$ cat src/rtl/glbl_pkg.sv
// Shared types and defaults for the host-side start/done control path.
// Also reused by glbl_ctrl-side benches.
package glbl_pkg;

  typedef enum logic [1:0] {
    ST_IDLE  = 2'd0,
    ST_START = 2'd1,
    ST_RUN   = 2'd2,
    ST_DONE  = 2'd3
  } glbl_state_e;

  localparam int CNT_W_DEF   = 8;
  localparam int TO_W_DEF    = 20;
  localparam int TIMEOUT_DEF = 1000000;

endpackage

$ cat src/rtl/glbl_edge_det.sv
// Registered rising-edge detector; a held-high level yields one event.
module glbl_edge_det (
  input  logic clk_i,
  input  logic rst_i,
  input  logic d_i,
  output logic rise_o
);

  logic d_q;
  logic d_d;

  always_comb begin
    d_d = d_i;
  end

  always_ff @(posedge clk_i) begin
    if (rst_i) begin
      d_q <= 1'b0;
    end else begin
      d_q <= d_d;
    end
  end

  assign rise_o = d_i & ~d_q;

endmodule

$ cat src/rtl/glbl_start_ctrl.sv
// Host start pulse generation, run tracking, done capture and watchdog.
module glbl_start_ctrl
  import glbl_pkg::*;
#(
  parameter int CNT_W          = CNT_W_DEF,
  parameter int TO_W           = TO_W_DEF,
  parameter int TIMEOUT_CYCLES = TIMEOUT_DEF
) (
  input  logic             clk_i,
  input  logic             rst_i,
  input  logic             start_req_i,
  input  logic             done_intr_i,
  input  logic             irq_ack_i,
  output logic             start_o,
  output logic             busy_o,
  output logic             done_status_o,
  output logic             timeout_o,
  output logic             overrun_o,
  output logic [CNT_W-1:0] done_cnt_o
);

  localparam logic [TO_W-1:0] TO_LAST = TO_W'(TIMEOUT_CYCLES - 1);

  glbl_state_e      state_q, state_d;
  logic [TO_W-1:0]  timer_q, timer_d;
  logic             done_q, done_d;
  logic             to_q, to_d;
  logic             ovr_q, ovr_d;
  logic [CNT_W-1:0] cnt_q, cnt_d;

  logic req_rise;
  logic done_rise;

  glbl_edge_det u_req_edge (
    .clk_i  (clk_i),
    .rst_i  (rst_i),
    .d_i    (start_req_i),
    .rise_o (req_rise)
  );

  glbl_edge_det u_intr_edge (
    .clk_i  (clk_i),
    .rst_i  (rst_i),
    .d_i    (done_intr_i),
    .rise_o (done_rise)
  );

  always_comb begin
    state_d = state_q;
    timer_d = timer_q;
    done_d  = done_q;
    to_d    = to_q;
    ovr_d   = ovr_q;
    cnt_d   = cnt_q;
    unique case (state_q)
      ST_IDLE: begin
        if (req_rise) begin
          state_d = ST_START;
        end
      end
      ST_START: begin
        timer_d = '0;
        state_d = ST_RUN;
        if (req_rise) begin
          ovr_d = 1'b1;
        end
      end
      ST_RUN: begin
        timer_d = timer_q + TO_W'(1);
        if (req_rise) begin
          ovr_d = 1'b1;
        end
        // done outranks a timeout landing on the same cycle
        if (done_rise) begin
          done_d  = 1'b1;
          cnt_d   = cnt_q + CNT_W'(1);
          state_d = ST_DONE;
        end else if (timer_q == TO_LAST) begin
          to_d    = 1'b1;
          state_d = ST_DONE;
        end
      end
      ST_DONE: begin
        // an ack also wipes an overrun raised in this same cycle
        if (irq_ack_i) begin
          done_d  = 1'b0;
          to_d    = 1'b0;
          ovr_d   = 1'b0;
          state_d = ST_IDLE;
        end else if (req_rise) begin
          ovr_d = 1'b1;
        end
      end
      default: begin
        state_d = ST_IDLE;
      end
    endcase
  end

  always_ff @(posedge clk_i) begin
    if (rst_i) begin
      state_q <= ST_IDLE;
      timer_q <= '0;
      done_q  <= 1'b0;
      to_q    <= 1'b0;
      ovr_q   <= 1'b0;
      cnt_q   <= '0;
    end else begin
      state_q <= state_d;
      timer_q <= timer_d;
      done_q  <= done_d;
      to_q    <= to_d;
      ovr_q   <= ovr_d;
      cnt_q   <= cnt_d;
    end
  end

  assign start_o       = (state_q == ST_START);
  assign busy_o        = (state_q == ST_START) | (state_q == ST_RUN);
  assign done_status_o = done_q;
  assign timeout_o     = to_q;
  assign overrun_o     = ovr_q;
  assign done_cnt_o    = cnt_q;

endmodule

$ cat config.mk
export PLATFORM = sky130hd
export DESIGN_NAME = glbl_start_ctrl
export DESIGN_NICKNAME = d
export VERILOG_FILES = /design/src/rtl/glbl_pkg.sv /design/src/rtl/glbl_edge_det.sv /design/src/rtl/glbl_start_ctrl.sv
export SDC_FILE = /design/constraint.sdc
export NUM_CORES = 1
export LEC_CHECK = 0
export ABC_CLOCK_PERIOD_IN_PS = 2500
export CORE_MARGIN = 4
export CORE_UTILIZATION = 53
export CTS_CLUSTER_SIZE = 24
export DETAILED_ROUTE_END_ITERATION = 7
export PLACE_DENSITY_LB_ADDON = 0.3
export SYNTH_ARGS = -nofsm -noshare
export SYNTH_HDL_FRONTEND = slang
export SYNTH_SLANG_ARGS = --single-unit
$ cat constraint.sdc
create_clock -name clk_i -period 2.5 [get_ports clk_i]
set_input_delay 0.375 -clock clk_i [delete_from_list [all_inputs] [get_ports clk_i]]
set_output_delay 0.375 -clock clk_i [all_outputs]
set_load 0.02 [all_outputs]
**Word-level counts from Yosys, hierarchy flattened**

Index checks and enable logic that the tools add are counted.

- Input port bits: 5
- Register bits after elaboration: 35

- Bitwise gates (word level): 5
- Mux-type cells: 15
- Reduce and logical (&&, ||, !) cells: 9
- $add $sub $neg: 2
- Eq/ne operators: 10

Operator list:

| kind | count |
|---|---|
| 20-bit one-hot mux with 2 select lines | 1 |
| 20-bit by 1-bit adder with 20-bit output, second input constant | 1 |
| 20-bit == test, second input constant | 1 |
| 2-bit != test, second input constant | 5 |
| 8-bit by 1-bit adder with 8-bit output, second input constant | 1 |
| 2-bit 2-to-1 mux | 4 |
| 2-bit one-hot mux with 4 select lines | 1 |
| 1-bit 2-to-1 mux | 6 |
| 1-bit one-hot mux with 2 select lines | 3 |
| 3-bit AND reduction | 2 |
| 2-bit nonzero test | 3 |
| 2-bit == test, second input constant | 2 |
| 4-bit AND reduction | 1 |
| 3-bit != test, second input constant | 1 |
| 1-bit bitwise AND | 2 |
| 2-bit by 1-bit == test with 1-bit output, second input constant | 1 |
| 2-bit logical NOT | 1 |
| 1-bit NOT | 2 |
| 2-bit AND reduction | 1 |
| 2-bit OR reduction | 1 |
| 1-bit OR | 1 |

**Logic depth before layout (Yosys ltp)**

Gate-level depths: netlist of run 1.

- Depth after elaboration: 5
- Gate-level depth with buffers: 7
- Mapped depth without buffers: 6

**Cells and area by module**

Synthesis of run 1 repeated with hierarchy kept, for this count alone.

- Cell total of the unflattened synthesis: 182
- Area total of the unflattened synthesis: 1691.6 µm²

By module, submodules not included:

| module | sequential area each (µm²) | times used | cells an instance | area an instance (µm²) |
|---|---|---|---|---|
| glbl_start_ctrl | 660.6 | 1 | 176 | 1596.5 |
| glbl_edge_det | 20.0 | 2 | 3 | 47.5 |

**Least setup slack after synthesis of run 1**

No wires, ideal clock.

- Path kind: reg2reg
- From: register state_q[0]
- To: register timer_q[19]
- Period minus slack after synthesis: 2.331 ns
- Path buffers: 1
- Slack: 0.169 ns
- Arrival: 2.261 ns
- Stages on the path, launching flop included: 8
- Cell sequence: dfxtp_1 > inv_1 > ha_1 > nand4_2 > or4_1 > buf_2 > or4_1 > a21oi_1

- Cells in the longest elaborated chain, start to end: 2
- Elaborated cells between the ends (all ways): 4
- Those cells by class: eq/ne: 2; mux: 1; reduce/logical: 1

RTL lines:

| what | line | source |
|---|---|---|
| start, declared | glbl_start_ctrl.sv:24 | `glbl_state_e state_q, state_d;` |
| start signal, assigned | glbl_start_ctrl.sv:109 | `state_q <= state_d;` |
| 2-bit == test / 2-bit by 1-bit == test with 1-bit output (equally long branches) | glbl_start_ctrl.sv:55 | `unique case (state_q)` |
| 20-bit one-hot mux with 2 select lines / 2-bit nonzero test (equally long branches) | n/a |  |
| end signal, assigned | glbl_start_ctrl.sv:110 | `timer_q <= timer_d;` |
| end, declared | glbl_start_ctrl.sv:25 | `logic [TO_W-1:0] timer_q, timer_d;` |

Parallel ways exist; a longest one is shown, timed or not.
A chain may end at the register's enable or synchronous reset.

**Worst setup path after layout of run 1**

Ends and elaborated chain as after synthesis.

==> results of run 1 <==
[cell type report]
type / count / area (µm²) / area share [%]
repair buffers: 19 / 185 / 9.53
flip-flops and latches: 35 / 701 / 36.1
multi-input cells: 146 / 930 / 47.8
inverters: 6 / 22.5 / 1.16
clock buffers: 7 / 45.0 / 2.32
clock inverters: 1 / 5.00 / 0.258
well taps: 44 / 55.1 / 2.83
[metal layers]
| layer | global-route usage [%] | vias to the layer above | part of all wire, % |
|---|---|---|---|
| met4 | 8.18 | 0 | 1.7 |
| met3 | 4.04 | 5 | 3.3 |
| li1 | - | 718 | - |
| met2 | 31.7 | 26 | 48 |
| met1 | 19.6 | 648 | 47 |
| met5 | 0 | - | 0 |
[worst paths after layout]
path	from	to	slack (ns)
setup / recovery	state_q[0]	timer_q[19]	0.12
hold reg to reg	timer_q[19]	timer_q[19]	0.50
setup reg to reg	state_q[0]	timer_q[19]	0.12
hold / removal	timer_q[19]	timer_q[19]	0.50
[flip-flops by register name (all words and copies together), names as in the netlist]
| register | flops |
|---|---|
| timeout_o | 1 |
| done_status_o | 1 |
| done_cnt_o | 8 |
| state_q | 2 |
| u_intr_edge.d_q | 1 |
| overrun_o | 1 |
| u_req_edge.d_q | 1 |
| timer_q | 20 |
[where the power goes]
part           switching [W]  leakage (nW)  total, W  internal (W)
Combinational       0.000268         0.368  0.000458      0.000190
Sequential         0.0000306         0.283  0.000622      0.000591
Clock               0.000181        0.0293  0.000291      0.000110
[cell families (layout without fill, tap and decap cells)]
family | count (synthesis) | count (layout) | share of synthesized area [%]
buf+inv | 14 | 33 | 3.19
fa+ha+maj | 7 | 7 | 5.20
xor+xnor | 18 | 18 | 9.36
flops | 35 | 35 | 41.6
compound gates | 24 | 24 | 8.47
mux | 3 | 3 | 1.78
simple gates | 94 | 94 | 30.4
[metrics by stage]
| stage | instance area, µm² | utilization, % | hold slack [ns] | std cells |
|---|---|---|---|---|
| 2_1_floorplan | 1680 | - | 0.447 | 195 |
| 3_3_place_gp | 1890 | 62.0 | 0.459 | 250 |
| 3_5_place_dp | 1890 | 62.0 | 0.472 | 250 |
| 4_1_cts | 1940 | 63.6 | 0.488 | 258 |
| 5_1_grt | 1940 | 63.6 | 0.503 | 258 |
| 6_report | 1940 | 63.6 | 0.499 | 258 |
[cell usage in the layout, fill, tap and decap left out, types with 6 or more instances in the layout]
cell	Yosys	routed
nor3_1	7	7
nand4_1	6	6
inv_1	6	6
nand2_1	13	13
clkdlybuf4s50_1	0	17
xnor2_1	8	8
xor2_1	10	10
dfxtp_1	35	35
nand3_1	10	10
a21oi_1	10	10
ha_1	7	7
nor2_1	25	25
o21ai_0	7	7
[worst reg2reg max path, cell delays in order, from the launching register on]
cell and delay [ns]:
dfxtp_1 0.40, inv_1 0.10, ha_1 0.31, nand4_2 0.11
or4_1 0.68, or4_1 0.55, a21oi_1 0.16
==> impl_metrics.ini, run 1 <==
[setup_path]
path_max_fanout = 8
crit_type = register to register
cp_top_family = simple AND/OR/NAND/NOR gates
required_ns = 2.76
cp_num_cells = 6
arrival_ns = 2.64
path_buf_inv = 1
worstPathCellList = inv_1 -> ha_1 -> nand4_2 -> or4_1 -> or4_1 -> a21oi_1
slowest_stage = or4_1
ff2ff_path_depth = 6
critPathMaxStageDelay_ns = 0.68
endpoint_kind = register
crit_path_start_kind = register
crit_top_cell = or4_1

[clock_network]
clockRootBuffer = clkbuf_4
cts_buffers = 5
path_clk_slew_ns = 0.10
cts.sinks = 35
hold_buffers = 0
cts_max_level = 2
clk_latency_ns = 0.33
post_cts_buffers = 0
cts.repair.resized = 0
cts_tree = done
cts_buffer_depth = 2

[hold_path]
min_path_cells = 2
min_path_type = register to register

[yosys]
synth-seq-cells = 35
syn_area_um2 = 1680
synth.largest_area_cell = dfxtp_1
ys_top_cells_by_count = dfxtp_1, nor2_1, nand2_1
synthMostInstantiatedCell = dfxtp_1
synth_top_area_share_pct = 41.6
synth.area.top_cells = dfxtp_1, nor2_1, ha_1
yosys_warnings = 0
synth_edf_count = 0
synthDistinctLibCells = 37
synth_cells = 195
synth_nets = 207
synth_ff_type = dfxtp_1
ys_seq_area_share_pct = 41.6
syn_avg_cell_area_um2 = 8.64
ys_async_sr_fraction_pct = 0

[pwr]
powerDensity_nw_per_um2 = 706
vdd_drop_max_v = 0.000400
power_w = 0.00137
leakage_nw = 0.681

[sta]
slew_viol_final = 0
worst_pin_slew_ns = 0.618
setup_ws_ns = 0.121
post-route-min-period_ns = 2.38
maxSlewHeadroom_pct = 58.8
rsz0062_at_grt = false
finalSetupTns_ns = 0
period_share_pct = 95.2
max_clock_freq_ghz = 0.420
setup_viol = 0
finalClockSkew_ns = 0.00182
hold_violations = 0

[job]
cap_violations = 0

[placed_design]
io_buffer_count = 17
dp_slack_ns = 0.184
dp_hpwl_um = 2350
place_congestion = 0.797

[global_route]
grt_first_pass_wirelength_um = 5790
antenna_found_initial = 0
grt_usage_pct = 17.7
grt_pass1_vias = 1352
grt-ovfl-total = 0
grt_max_degree = 21

[final_layout]
drive_above_1_share_pct = 7.48
diodes = 0
num-nets-final = 225
areaGrowthSynthToFinish_pct = 15.4
n_fill_cell = 283

[floorplanning]
core_area_um2 = 3050
num_rows = 20
die_y_um = 64.4
ios = 18
die_w_um = 64.4
start_util_pct = 55.2
dieArea_um2 = 4140

[drt]
antenna_left = 0
routed_via_density = 5.41
drt_iter0_markers = 75
drc = 0
wl_per_cell_um = 12.7
wirelength_um = 3290
firstDrtPassIters = 4
num_vias = 1397

[run_status]
status = finished clean
(Power assumes the default switching activity.)
==> inputs of run 2 (changes only) <==
- CELL_PAD_IN_SITES_DETAIL_PLACEMENT: default -> 0
- CELL_PAD_IN_SITES_GLOBAL_PLACEMENT: default -> 2
- CORE_UTILIZATION: 53 -> 35
- CTS_BUF_LIST: default -> sky130_fd_sc_hd__clkbuf_8
- SKIP_LAST_GASP: default -> 1
==> impl_metrics.ini, run 2 (same netlist as run 1, synthesis figures left out) <==
[placed_design]
io_buffer_count = 17
place_congestion = 0.754
dp_hpwl_um = 2520
dp_slack_ns = 0.190

[sta]
finalClockSkew_ns = 0.00441
period_share_pct = 90.5
hold_violations = 0
post-route-min-period_ns = 2.26
setup_viol = 0
worst_pin_slew_ns = 0.657
maxSlewHeadroom_pct = 56.2
rsz0062_at_grt = false
finalSetupTns_ns = 0
max_clock_freq_ghz = 0.442
setup_ws_ns = 0.239
slew_viol_final = 0

[final_layout]
diodes = 0
regMostFlops = timer_q
mostFrequentLayoutCell = dfxtp_1
num-nets-final = 225
drive_above_1_share_pct = 8.41
final_cell_mix = dfxtp_1, nor2_1, clkdlybuf4s50_1, nand2_1
areaGrowthSynthToFinish_pct = 19.2
largest_reg_flops = 20

[clock_network]
cts_buffers = 5
clk_latency_ns = 0.28
cts_buffer_depth = 2
post_cts_buffers = 0
clockRootBuffer = clkbuf_8
path_clk_slew_ns = 0.07
cts_max_level = 2
cts.sinks = 35
cts_tree = done

[drt]
drc = 0
wirelength_um = 3460
antenna_left = 0
firstDrtPassIters = 4
routed_via_density = 5.20
wl_per_cell_um = 13.0
drt_iter0_markers = 58
num_vias = 1382

[setup_path]
crit_type = register to output port
arrival_ns = 1.89
r2r-end = timer_q[19]
path_max_fanout = 11
required_ns = 2.12
ff2ff_path_depth = 6
endpoint_kind = output port
timing.rr.start = state_q[1]
crit_path_start_kind = register
r2r_slack_ns = 0.24

[floorplanning]
die_y_um = 77.4
ios = 18
die_w_um = 77.4
start_util_pct = 37.4
num_rows = 24
core_area_um2 = 4500
dieArea_um2 = 5990

[pwr]
leakage_nw = 0.709
powerDensity_nw_per_um2 = 756
vdd_drop_max_v = 0.000341

[global_route]
grt-ovfl-total = 0
use_met1_pct = 15.5
grtUsageMet2_pct = 19.7
grt_use_met3_pct = 3.47
grt_usage_pct = 12.1
antenna_found_initial = 0
grt_busiest_layer = met2
grt_max_degree = 21
grt_pass1_vias = 1267
grt_first_pass_wirelength_um = 5890

[job]
cap_violations = 0

[run_status]
status = finished clean

[hold_path]
min-delay-start = timer_q[19]
holdPathEnd = timer_q[19]
min_path_type = register to register
min_path_cells = 2
==> run 2: changes by cell type in the layout (fill, tap and decap cells not counted) <==
| cell | previous run | this run |
|---|---|---|
| clkbuf_4 | 5 | 0 |
| clkinv_2 | 1 | 0 |
| or4_1 | 3 | 2 |
| inv_1 | 6 | 7 |
| or4_4 | 0 | 1 |
| clkbuf_8 | 0 | 7 |
| clkbuf_1 | 2 | 0 |
==> run 2: repair_timing <==
| action | 4_1_cts | 5_1_grt |
|---|---|---|
| endpoints found under the setup margin | 0 | 1 |
| resized for setup | 0 | 1 |
| hold buffers | 0 | 0 |
==> run 2: stage by stage <==
stage               hold slack (ns)  util (%)  instances  total power [W]  instance area (µm²)
finish                        0.486      44.6        266          0.00152                 2010
CTS                           0.489      44.5        266          0.00155                 2000
detailed placement            0.475      42.3        258          0.00110                 1900
global placement              0.468      42.3        258          0.00109                 1900
floorplan                     0.447         -        195         0.000949                 1680
global route                  0.513      44.6        266          0.00161                 2010
==> run 2: where the power goes <==
part           internal (W)  switching (W)  total, W
Clock              0.000247       0.000195  0.000442
Sequential         0.000591      0.0000306  0.000622
Combinational      0.000189       0.000265  0.000454
Total               0.00103       0.000490   0.00152
==> run 2: worst max-delay path by stage <==
stage,startpoint,endpoint,slack (ns)
after global routing,state_q[0],timer_q[19],0.09
final,state_q[1],busy_o,0.24
after CTS,state_q[1],timer_q[19],0.16
after floorplan,state_q[0],timer_q[19],0.17
after detailed placement,state_q[1],timer_q[19],0.19
after global placement,state_q[0],timer_q[19],0.24
==> run 2: worst max-delay path: stages, from the launching register on <==
cell             delay, ns
dfxtp_1               0.39
inv_1                 0.10
ha_1                  0.31
buf_4                 0.19
clkdlybuf4s50_1       0.62
==> run 2: cell type report <==
cell class	instances	area (µm²)
clock buffers	7	96.3
repair buffers	19	185
flip-flops and latches	35	701
clock inverters	1	3.75
inverters	6	22.5
multi-input cells	146	933
fillers	445	2500
well taps	52	65.1
==> run 2: routing by layer <==
| layer | vias up | wire length [µm] |
|---|---|---|
| met2 | 14 | 1630 |
| met4 | 0 | 23 |
| met1 | 650 | 1690 |
| met5 | - | 0 |
| met3 | 2 | 121 |
| li1 | 716 | - |
